--- config.mk ---
export PLATFORM = sky130hd
export DESIGN_NAME = ram_wide_seq
export DESIGN_NICKNAME = d
export VERILOG_FILES = /design/src/rtl/ram_wide_seq_pkg.sv /design/src/rtl/ram_wide_unpacker.sv /design/src/rtl/ram_wide_seq.sv
export SDC_FILE = /design/constraint.sdc
export NUM_CORES = 1
export LEC_CHECK = 0
export CAP_MARGIN = 20
export CORE_UTILIZATION = 36
export CTS_CLUSTER_DIAMETER = 60
export DETAILED_ROUTE_END_ITERATION = 6
export MAX_ROUTING_LAYER = met4
export PLACE_DENSITY = 0.78
export SYNTH_ARGS = -nofsm -noshare
export SYNTH_HDL_FRONTEND = slang
export SYNTH_HIERARCHICAL = 1
export SYNTH_SLANG_ARGS = --single-unit
--- constraint.sdc ---
create_clock -name clk -period 1.7 [get_ports clk]
set_clock_uncertainty 0.2 [all_clocks]
set_input_delay 0.255 -clock clk [delete_from_list [all_inputs] [get_ports clk]]
set_output_delay 0.255 -clock clk [all_outputs]
set_load 0.02 [all_outputs]
--- src/rtl/ram_wide_seq_pkg.sv ---
// Shared types for the ram_wide capture/readout sequencer.
package ram_wide_seq_pkg;

  // Sequencer states. IDLE must stay the all-zero encoding so that
  // a freshly reset block reads as idle on the debug port.
  typedef enum logic [2:0] {
    ST_IDLE    = 3'd0,
    ST_CAPTURE = 3'd1,
    ST_RD      = 3'd2,
    ST_RD_WAIT = 3'd3,
    ST_SEND    = 3'd4
  } seq_state_e;

  // Width of an index that counts 0..n-1, never narrower than one bit.
  function automatic int idx_width(input int n);
    return (n > 1) ? $clog2(n) : 1;
  endfunction

endpackage

--- src/rtl/ram_wide_unpacker.sv ---
// Holds one wide RAM word and walks it channel by channel.
// load_i captures a new word and restarts at channel 0; advance_i steps to
// the next channel, wrapping after the last one.
module ram_wide_unpacker
  import ram_wide_seq_pkg::*;
#(
  parameter int NUM_CHANNELS = 4,
  parameter int DATA_WIDTH   = 16
) (
  input  logic                               clk,
  input  logic                               rst,
  input  logic                               load_i,
  input  logic [NUM_CHANNELS*DATA_WIDTH-1:0] word_i,
  input  logic                               advance_i,
  output logic [DATA_WIDTH-1:0]              data_o,
  output logic                               last_ch_o
);

  localparam int TOTAL_WIDTH = NUM_CHANNELS * DATA_WIDTH;
  localparam int CH_W        = idx_width(NUM_CHANNELS);
  localparam logic [CH_W-1:0] LAST_CH = CH_W'(NUM_CHANNELS - 1);

  logic [TOTAL_WIDTH-1:0] word_q, word_d;
  logic [CH_W-1:0]        ch_idx_q, ch_idx_d;

  // Next word/channel: load has priority over advance.
  always_comb begin
    word_d   = word_q;
    ch_idx_d = ch_idx_q;
    if (load_i) begin
      word_d   = word_i;
      ch_idx_d = '0;
    end else if (advance_i) begin
      ch_idx_d = (ch_idx_q == LAST_CH) ? '0 : ch_idx_q + CH_W'(1);
    end
  end

  // Word and channel registers.
  always_ff @(posedge clk) begin
    if (rst) begin
      word_q   <= '0;
      ch_idx_q <= '0;
    end else begin
      word_q   <= word_d;
      ch_idx_q <= ch_idx_d;
    end
  end

  assign data_o    = word_q[int'(ch_idx_q) * DATA_WIDTH +: DATA_WIDTH];
  assign last_ch_o = (ch_idx_q == LAST_CH);

endmodule

--- src/rtl/ram_wide_seq.sv ---
// Capture/readout sequencer for the ram_wide sample store.
// CAPTURE writes each valid packed sample to the next RAM address; a dump
// reads every stored word back and streams it out one channel per beat.
//
// Output stream handshake: a beat transfers on a cycle where out_valid and
// out_ready are both high. While out_valid is high and out_ready is low,
// out_data and out_last hold their values and out_valid stays high.
module ram_wide_seq
  import ram_wide_seq_pkg::*;
#(
  parameter int NUM_CHANNELS = 4,
  parameter int DATA_WIDTH   = 16,
  parameter int ADDR_WIDTH   = 4,
  parameter int DEPTH        = 16
) (
  input  logic                               clk,
  input  logic                               rst,
  input  logic [NUM_CHANNELS*DATA_WIDTH-1:0] sample_in,
  input  logic                               sample_valid,
  input  logic                               arm,
  input  logic                               stop,
  input  logic                               dump_req,
  output logic [DATA_WIDTH-1:0]              out_data,
  output logic                               out_valid,
  input  logic                               out_ready,
  output logic                               out_last,
  output logic                               busy,
  output logic                               overflow,
  output logic [ADDR_WIDTH:0]                sample_count,
  output logic [NUM_CHANNELS*DATA_WIDTH-1:0] ram_wdata,
  output logic                               ram_write_en,
  output logic                               ram_read_en,
  output logic [ADDR_WIDTH-1:0]              ram_addr,
  input  logic [NUM_CHANNELS*DATA_WIDTH-1:0] ram_rdata,
  input  logic                               ram_full,
  output seq_state_e                         dbg_state
);

  localparam int TOTAL_WIDTH = NUM_CHANNELS * DATA_WIDTH;
  localparam int PW          = ADDR_WIDTH + 1;
  localparam logic [PW-1:0] DEPTH_P = PW'(DEPTH);
  localparam logic [PW-1:0] ONE_P   = PW'(1);

  seq_state_e    state_q, state_d;
  logic [PW-1:0] wr_ptr_q, wr_ptr_d;
  logic [PW-1:0] rd_ptr_q, rd_ptr_d;
  logic [PW-1:0] count_q, count_d;
  logic          overflow_q, overflow_d;

  logic          unp_load;
  logic          unp_advance;
  logic          last_ch;
  logic          last_word;
  logic          room;

  // Pointers are one bit wider than the RAM address so that "full" (DEPTH)
  // is representable and never aliases back onto address 0.
  assign room      = (wr_ptr_q < DEPTH_P) && !ram_full;
  assign last_word = (rd_ptr_q == count_q - ONE_P);

  // Next-state, pointer updates and RAM/stream strobes.
  always_comb begin
    state_d      = state_q;
    wr_ptr_d     = wr_ptr_q;
    rd_ptr_d     = rd_ptr_q;
    count_d      = count_q;
    overflow_d   = overflow_q;
    ram_write_en = 1'b0;
    ram_read_en  = 1'b0;
    ram_wdata    = '0;
    ram_addr     = rd_ptr_q[ADDR_WIDTH-1:0];
    unp_load     = 1'b0;
    unp_advance  = 1'b0;
    out_valid    = 1'b0;
    out_last     = 1'b0;

    case (state_q)
      ST_IDLE: begin
        if (arm) begin
          wr_ptr_d   = '0;
          count_d    = '0;
          overflow_d = 1'b0;
          state_d    = ST_CAPTURE;
        end else if (dump_req && (count_q != '0)) begin
          rd_ptr_d = '0;
          state_d  = ST_RD;
        end
      end

      ST_CAPTURE: begin
        ram_addr     = wr_ptr_q[ADDR_WIDTH-1:0];
        ram_wdata    = sample_in;
        ram_write_en = sample_valid && room;
        if (ram_write_en) begin
          wr_ptr_d = wr_ptr_q + ONE_P;
          count_d  = count_q + ONE_P;
        end else if (sample_valid) begin
          overflow_d = 1'b1;
        end
        // A sample arriving with stop is still written above.
        if (stop) begin
          state_d = ST_IDLE;
        end
      end

      ST_RD: begin
        ram_read_en = 1'b1;
        state_d     = ST_RD_WAIT;
      end

      ST_RD_WAIT: begin
        // ram_rdata is valid during this cycle; latch it at the closing edge.
        unp_load = 1'b1;
        state_d  = ST_SEND;
      end

      ST_SEND: begin
        out_valid = 1'b1;
        out_last  = last_ch && last_word;
        if (out_ready) begin
          unp_advance = 1'b1;
          if (last_ch) begin
            rd_ptr_d = rd_ptr_q + ONE_P;
            state_d  = last_word ? ST_IDLE : ST_RD;
          end
        end
      end

      default: begin
        state_d = ST_IDLE;
      end
    endcase
  end

  // State, pointers, stored count and sticky overflow.
  always_ff @(posedge clk) begin
    if (rst) begin
      state_q    <= ST_IDLE;
      wr_ptr_q   <= '0;
      rd_ptr_q   <= '0;
      count_q    <= '0;
      overflow_q <= 1'b0;
    end else begin
      state_q    <= state_d;
      wr_ptr_q   <= wr_ptr_d;
      rd_ptr_q   <= rd_ptr_d;
      count_q    <= count_d;
      overflow_q <= overflow_d;
    end
  end

  ram_wide_unpacker #(
    .NUM_CHANNELS (NUM_CHANNELS),
    .DATA_WIDTH   (DATA_WIDTH)
  ) u_unpacker (
    .clk       (clk),
    .rst       (rst),
    .load_i    (unp_load),
    .word_i    (ram_rdata),
    .advance_i (unp_advance),
    .data_o    (out_data),
    .last_ch_o (last_ch)
  );

  assign busy         = (state_q != ST_IDLE);
  assign overflow     = overflow_q;
  assign sample_count = count_q;
  assign dbg_state    = state_q;

endmodule

Yosys cells after proc, flatten, opt, wreduce, memory -nomap -nowiden
Cells that the tools add are included.
- flip-flop bits (word level): 85
- input bits: 136
- output and inout port bits: 98
- word-level logic and storage cells: 76
- add/sub/neg operators: 5
- $lt $le $gt $ge: 1
- equal/unequal tests: 16
- shifts and indexed selects: 1
- multiplexer cells: 31
- reduce and logical (&&, ||, !) cells: 15
- operators with widths (kind ; count):
    $mux 64 ; 1
    $shiftx 64x7->16 ; 1
    $mux 5 ; 7
    $pmux 5 s2 ; 3
    $ne 2x2->1 const B ; 9
    $add 5x1->5 const B ; 3
    $mux 3 ; 5
    $pmux 3 s5 ; 1
    $mux 1 ; 10
    $reduce_and 4->1 ; 2
    $eq 3x2->1 const B ; 2
    $eq 5x5->1 ; 1
    $lt 5x5->1 const B ; 1
    $reduce_and 5->1 ; 1
    $reduce_bool 5->1 ; 1
    $sub 5x1->5 const B ; 1
    $logic_and 1x1->1 ; 4
    $mux 2 ; 2
    $mux 4 ; 1
    $reduce_bool 2->1 ; 2
    $eq 3x1->1 const B ; 1
    $eq 3x3->1 const B ; 1
    $logic_not 3->1 ; 1
    $ne 3x3->1 const B ; 1
    7 further kinds ; 7

Logic depth before layout (Yosys ltp)
- depth after elaboration: 6
- mapped depth: 7

Hierarchy
The synthesis kept the hierarchy.
- by module, submodules not included (module ; instances ; cells an instance ; area each (um^2) ; sequential area each (um^2)):
    ram_wide_unpacker ; 1 ; 235 ; 2788.9 ; 1321.3
    ram_wide_seq ; 1 ; 197 ; 1592.8 ; 380.4

Least setup slack after synthesis
OpenSTA, ideal clock, no wires.
- kind: flip-flop to flip-flop
- start point: register state_q[2], in the netlist dbg_state[2]
- end point: register u_unpacker.ch_idx_q[0]
- setup time: 0.079 ns
- arrival: 1.880 ns
- data required time: 1.421 ns
- setup slack: -0.459 ns
- cell stages (with the launch flop): 6
- path through: dfxtp_1 > buf_6 > nor3b_2 > and2_1 > or3b_1 > a211oi_2
- elaborated cells on any way between the ends: 5
- RTL lines (item ; line ; source):
    from (decl) ; ram_wide_seq.sv:44 ; seq_state_e state_q, state_d;
    from (signal assigned) ; ram_wide_seq.sv:144 ; state_q <= state_d;
    $eq 3x3->1 ; ram_wide_seq.sv:77 ; case (state_q)
    $mux 1 ; ram_wide_seq.sv:77 ;
    net unp_advance ; ram_wide_seq.sv:51 ; logic unp_advance;
    to (signal assigned) ; ram_wide_unpacker.sv:45 ; ch_idx_q <= ch_idx_d;
    to (decl) ; ram_wide_unpacker.sv:24 ; logic [CH_W-1:0] ch_idx_q, ch_idx_d;
The timed path passes the listed nets, and every way through them passes these cells.
A chain may end at the register's enable or synchronous reset.

Worst setup path after layout
- start point: register count_q[1], in the netlist sample_count[1]
- end point: output out_last
- word-level cells in the longest chain between the ends: 4
- RTL lines (item ; line ; source):
    from (decl) ; ram_wide_seq.sv:47 ; logic [PW-1:0] count_q, count_d;
    from (signal assigned) ; ram_wide_seq.sv:147 ; count_q <= count_d;
    $sub 5x1->5 ; ram_wide_seq.sv:59 ; assign last_word = (rd_ptr_q == count_q - ONE_P);
    $eq 5x5->1 ; ram_wide_seq.sv:59 ;
    $logic_and 1x1->1 ; ram_wide_seq.sv:119 ; out_last = last_ch && last_word;
    $mux 1 ; ram_wide_seq.sv:77 ;
    to (decl) ; ram_wide_seq.sv:26 ; output logic out_last,
Every way passes these cells.

==> impl_metrics.tcl <==
set metrics [dict create \
    yosysTopAreaCell "dfxtp_1" \
    ys_warn_count 6 \
    fin_ws_ns -0.493 \
    slew_headroom 0.795 \
    ys.flop_type "dfxtp_1" \
    powerDensity_nw_per_um2 694 \
    synth-simple-area-share 0.218 \
    die_area_sq_um 12600 \
    final_nets 876 \
    globalplace.congestion 0.906 \
    drive_above_1_share 0.441 \
    postCtsHoldBufs 0 \
    synthMuxAreaShare 0.255 \
    regArea_sq_um 1730 \
    slowest_delay_ns 0.33 \
    ir_drop_uv 591 \
    drtIter0Drc 226 \
    seq_area_frac_synth 0.388 \
    syn_nets 573 \
    synth_compound_area_frac 0.0457 \
    syn_inst 432 \
    drv_cap 0 \
    overflow 0 \
    antenna_found_initial 3 \
    dp_hpwl_microns 10700 \
    wl_per_cell_microns 18.3 \
    track_usage 0.241 \
    violations "design-rule violations, negative setup slack" \
    fmaxAchievable_mhz 456 \
    yosys_register_bits 85 \
    die_w_microns 112 \
    area.growth.synth_to_final_pct 95.6 \
    drv_slew 0 \
    worstMarginPinSlew_ns 0.308 \
    ys_async_sr_fraction 0 \
    drt_wl_total_microns 16200 \
    arrival_ns 1.74 \
    crit_type "reg -> out" \
    final_cells 886 \
    clock_sinks 85 \
    min-delay-path-class "in -> reg" \
    start_util 0.376 \
    period_minus_slack_ns 2.19 \
    synth_most_common_cell "dfxtp_1" \
    h-tree-depth 3 \
    vias_per_cell 5.05 \
    multiInputGateArea_sq_um 2760 \
    clk_pin_slew_ns 0.06 \
    outcome "complete, but fails checks" \
    fillCellCount 789 \
    cts-buffers-inserted 9 \
    cts_tree "done" \
    crit_slowest_cell "dfxtp_2" \
    drc_errors 20 \
    synthXorXnorAreaFrac 0.0331 \
    synth_fa_ha_area_frac 0.0143 \
    cp_cell_sequence "inv_2 > ha_4 > nor3b_4 > xnor2_2 > nor3_2 > and3_4 > buf_6" \
    grt_pass1_wl_microns 22800 \
    path_max_fanout 3 \
    grt_pass1_vias 4391 \
    fin_setup_tns_ns -39.66 \
    cts_root_buffer "clkbuf_16" \
    clock_latency_ns 0.34 \
    start_kind "flop" \
    syn_area_per_cell_sq_um 10.1 \
    synth_top_family_by_area "multiplexers" \
    synth.area.top_cells "dfxtp_1 39%, mux2i_1 15%, mux4_1 9.6%" \
    num_rows 39 \
    required_ns 1.24 \
    hold_viol 0 \
    core-area_sq_um 11700 \
    grt_setup_unrepaired "yes" \
    synth-edff-count 0 \
    die_y_microns 112 \
    ant_nets 0 \
    port_buffers 233 \
    critPathBufInv 2 \
    synth_common_cells "85 x dfxtp_1, 80 x nor2_1, 65 x and2_1, 65 x mux2i_1, 16 x mux4_1" \
    vias 4477 \
    r2r_slack_ns -0.31 \
    dr.pass1.iters 6 \
    clockBufferDepth 2 \
    synth_top_area_frac 0.388 \
    synth_cell_types 47 \
    grt_max_degree 52 \
    setup_viol 169 \
    crit_family "simple AND/OR/NAND/NOR gates" \
    dp_cells 832 \
    end_kind "output pin" \
    period_share 1.29 \
    synth_area_sq_um 4380 \
    p_leak_nw 3.50 \
    ios 234 \
]
report_power, final:
| part | switching, mW | internal [mW] |
|---|---|---|
| logic | 0.730 | 1.15 |
| clock network | 0.837 | 1.15 |
| registers | 0.0353 | 2.04 |
worst paths after layout:
check | startpoint | end | depth (start not counted)
max | sample_count[1]$_SDFFE_PP0P_ | out_last | 7
min | rst | wr_ptr_q[1]$_SDFFE_PP0P_ | 2
max reg2reg | dbg_state[1]$_SDFFE_PP0P_ | u_unpacker/ch_idx_q[0]$_SDFFE_PP0P_ | 7
min reg2reg | overflow$_SDFFE_PP0P_ | overflow$_SDFFE_PP0P_ | 1
final cells by class:
class	instances	area share
tap	143	0.0209
sequential	85	0.201
timing repair buffer	325	0.419
inverter	3	0.00131
multi-input combinational	311	0.322
clock buffer	10	0.0267
antenna	3	0.000876
clock inverter	6	0.00788
routing by layer:
layer | vias up | global-route usage | routed length [microns]
li1 | 2114 | - | -
met5 | - | - | 0
met4 | 0 | 0.109 | 497
met3 | 30 | 0.0502 | 1160
met1 | 2134 | 0.252 | 6190
met2 | 199 | 0.436 | 8330
flip-flops by register name, summed over array words and instances, names as in the netlist:
| signal | count |
|---|---|
| wr_ptr_q | 5 |
| sample_count | 5 |
| rd_ptr_q | 5 |
| u_unpacker/ch_idx_q | 2 |
| dbg_state | 3 |
| u_unpacker/word_q | 64 |
| overflow | 1 |
cell usage in the layout, fill, tap and decap left out, types with 4 or more instances in the layout:
cell type and n:
clkdlybuf4s50_1 134, buf_6 112, mux2i_1 63, nor3b_4 4
dfxtp_1 76, and2_4 65, buf_4 40, nor2_1 79
mux2_4 4, mux4_2 16, dlygate4sd2_1 5, and3_1 5
o211ai_1 5, dfxtp_2 4, clkbuf_16 17, xor2_1 10
ha_1 4, buf_8 4, dfxtp_4 5, buf_12 16
cells by family after synthesis:
| kind of cell | Yosys count |
|---|---|
| AND/OR/NAND/NOR | 179 |
| adder cells (fa/ha/maj) | 5 |
| multiplexers | 85 |
| XOR/XNOR | 15 |
| buffers and inverters | 36 |
| flip-flops | 85 |
| AO/OA/AOI/OAI | 27 |
through the flow:
stage	instance area [sq um]	util	worst slack [ns]	hold slack, ns	power, mW
2_1_floorplan	4490	-	-0.226	0.202	2.75
3_3_place_gp	7290	0.625	-0.660	0.265	3.49
3_5_place_dp	7290	0.625	-0.728	0.275	3.51
4_1_cts	7860	0.674	-0.515	0.0553	5.58
5_1_grt	8570	0.735	-0.570	0.0988	6.19
6_report	8570	0.735	-0.493	0.0860	5.95
repair_timing:
action,in CTS,in global routing
setup buffers,7,18
gates resized for setup,503,206
setup endpoints to repair,143,165
hold endpoints to repair,0,0
pin swaps,8,51
gates cloned,2,11
No activity file was read; power rests on OpenSTA's default activity.
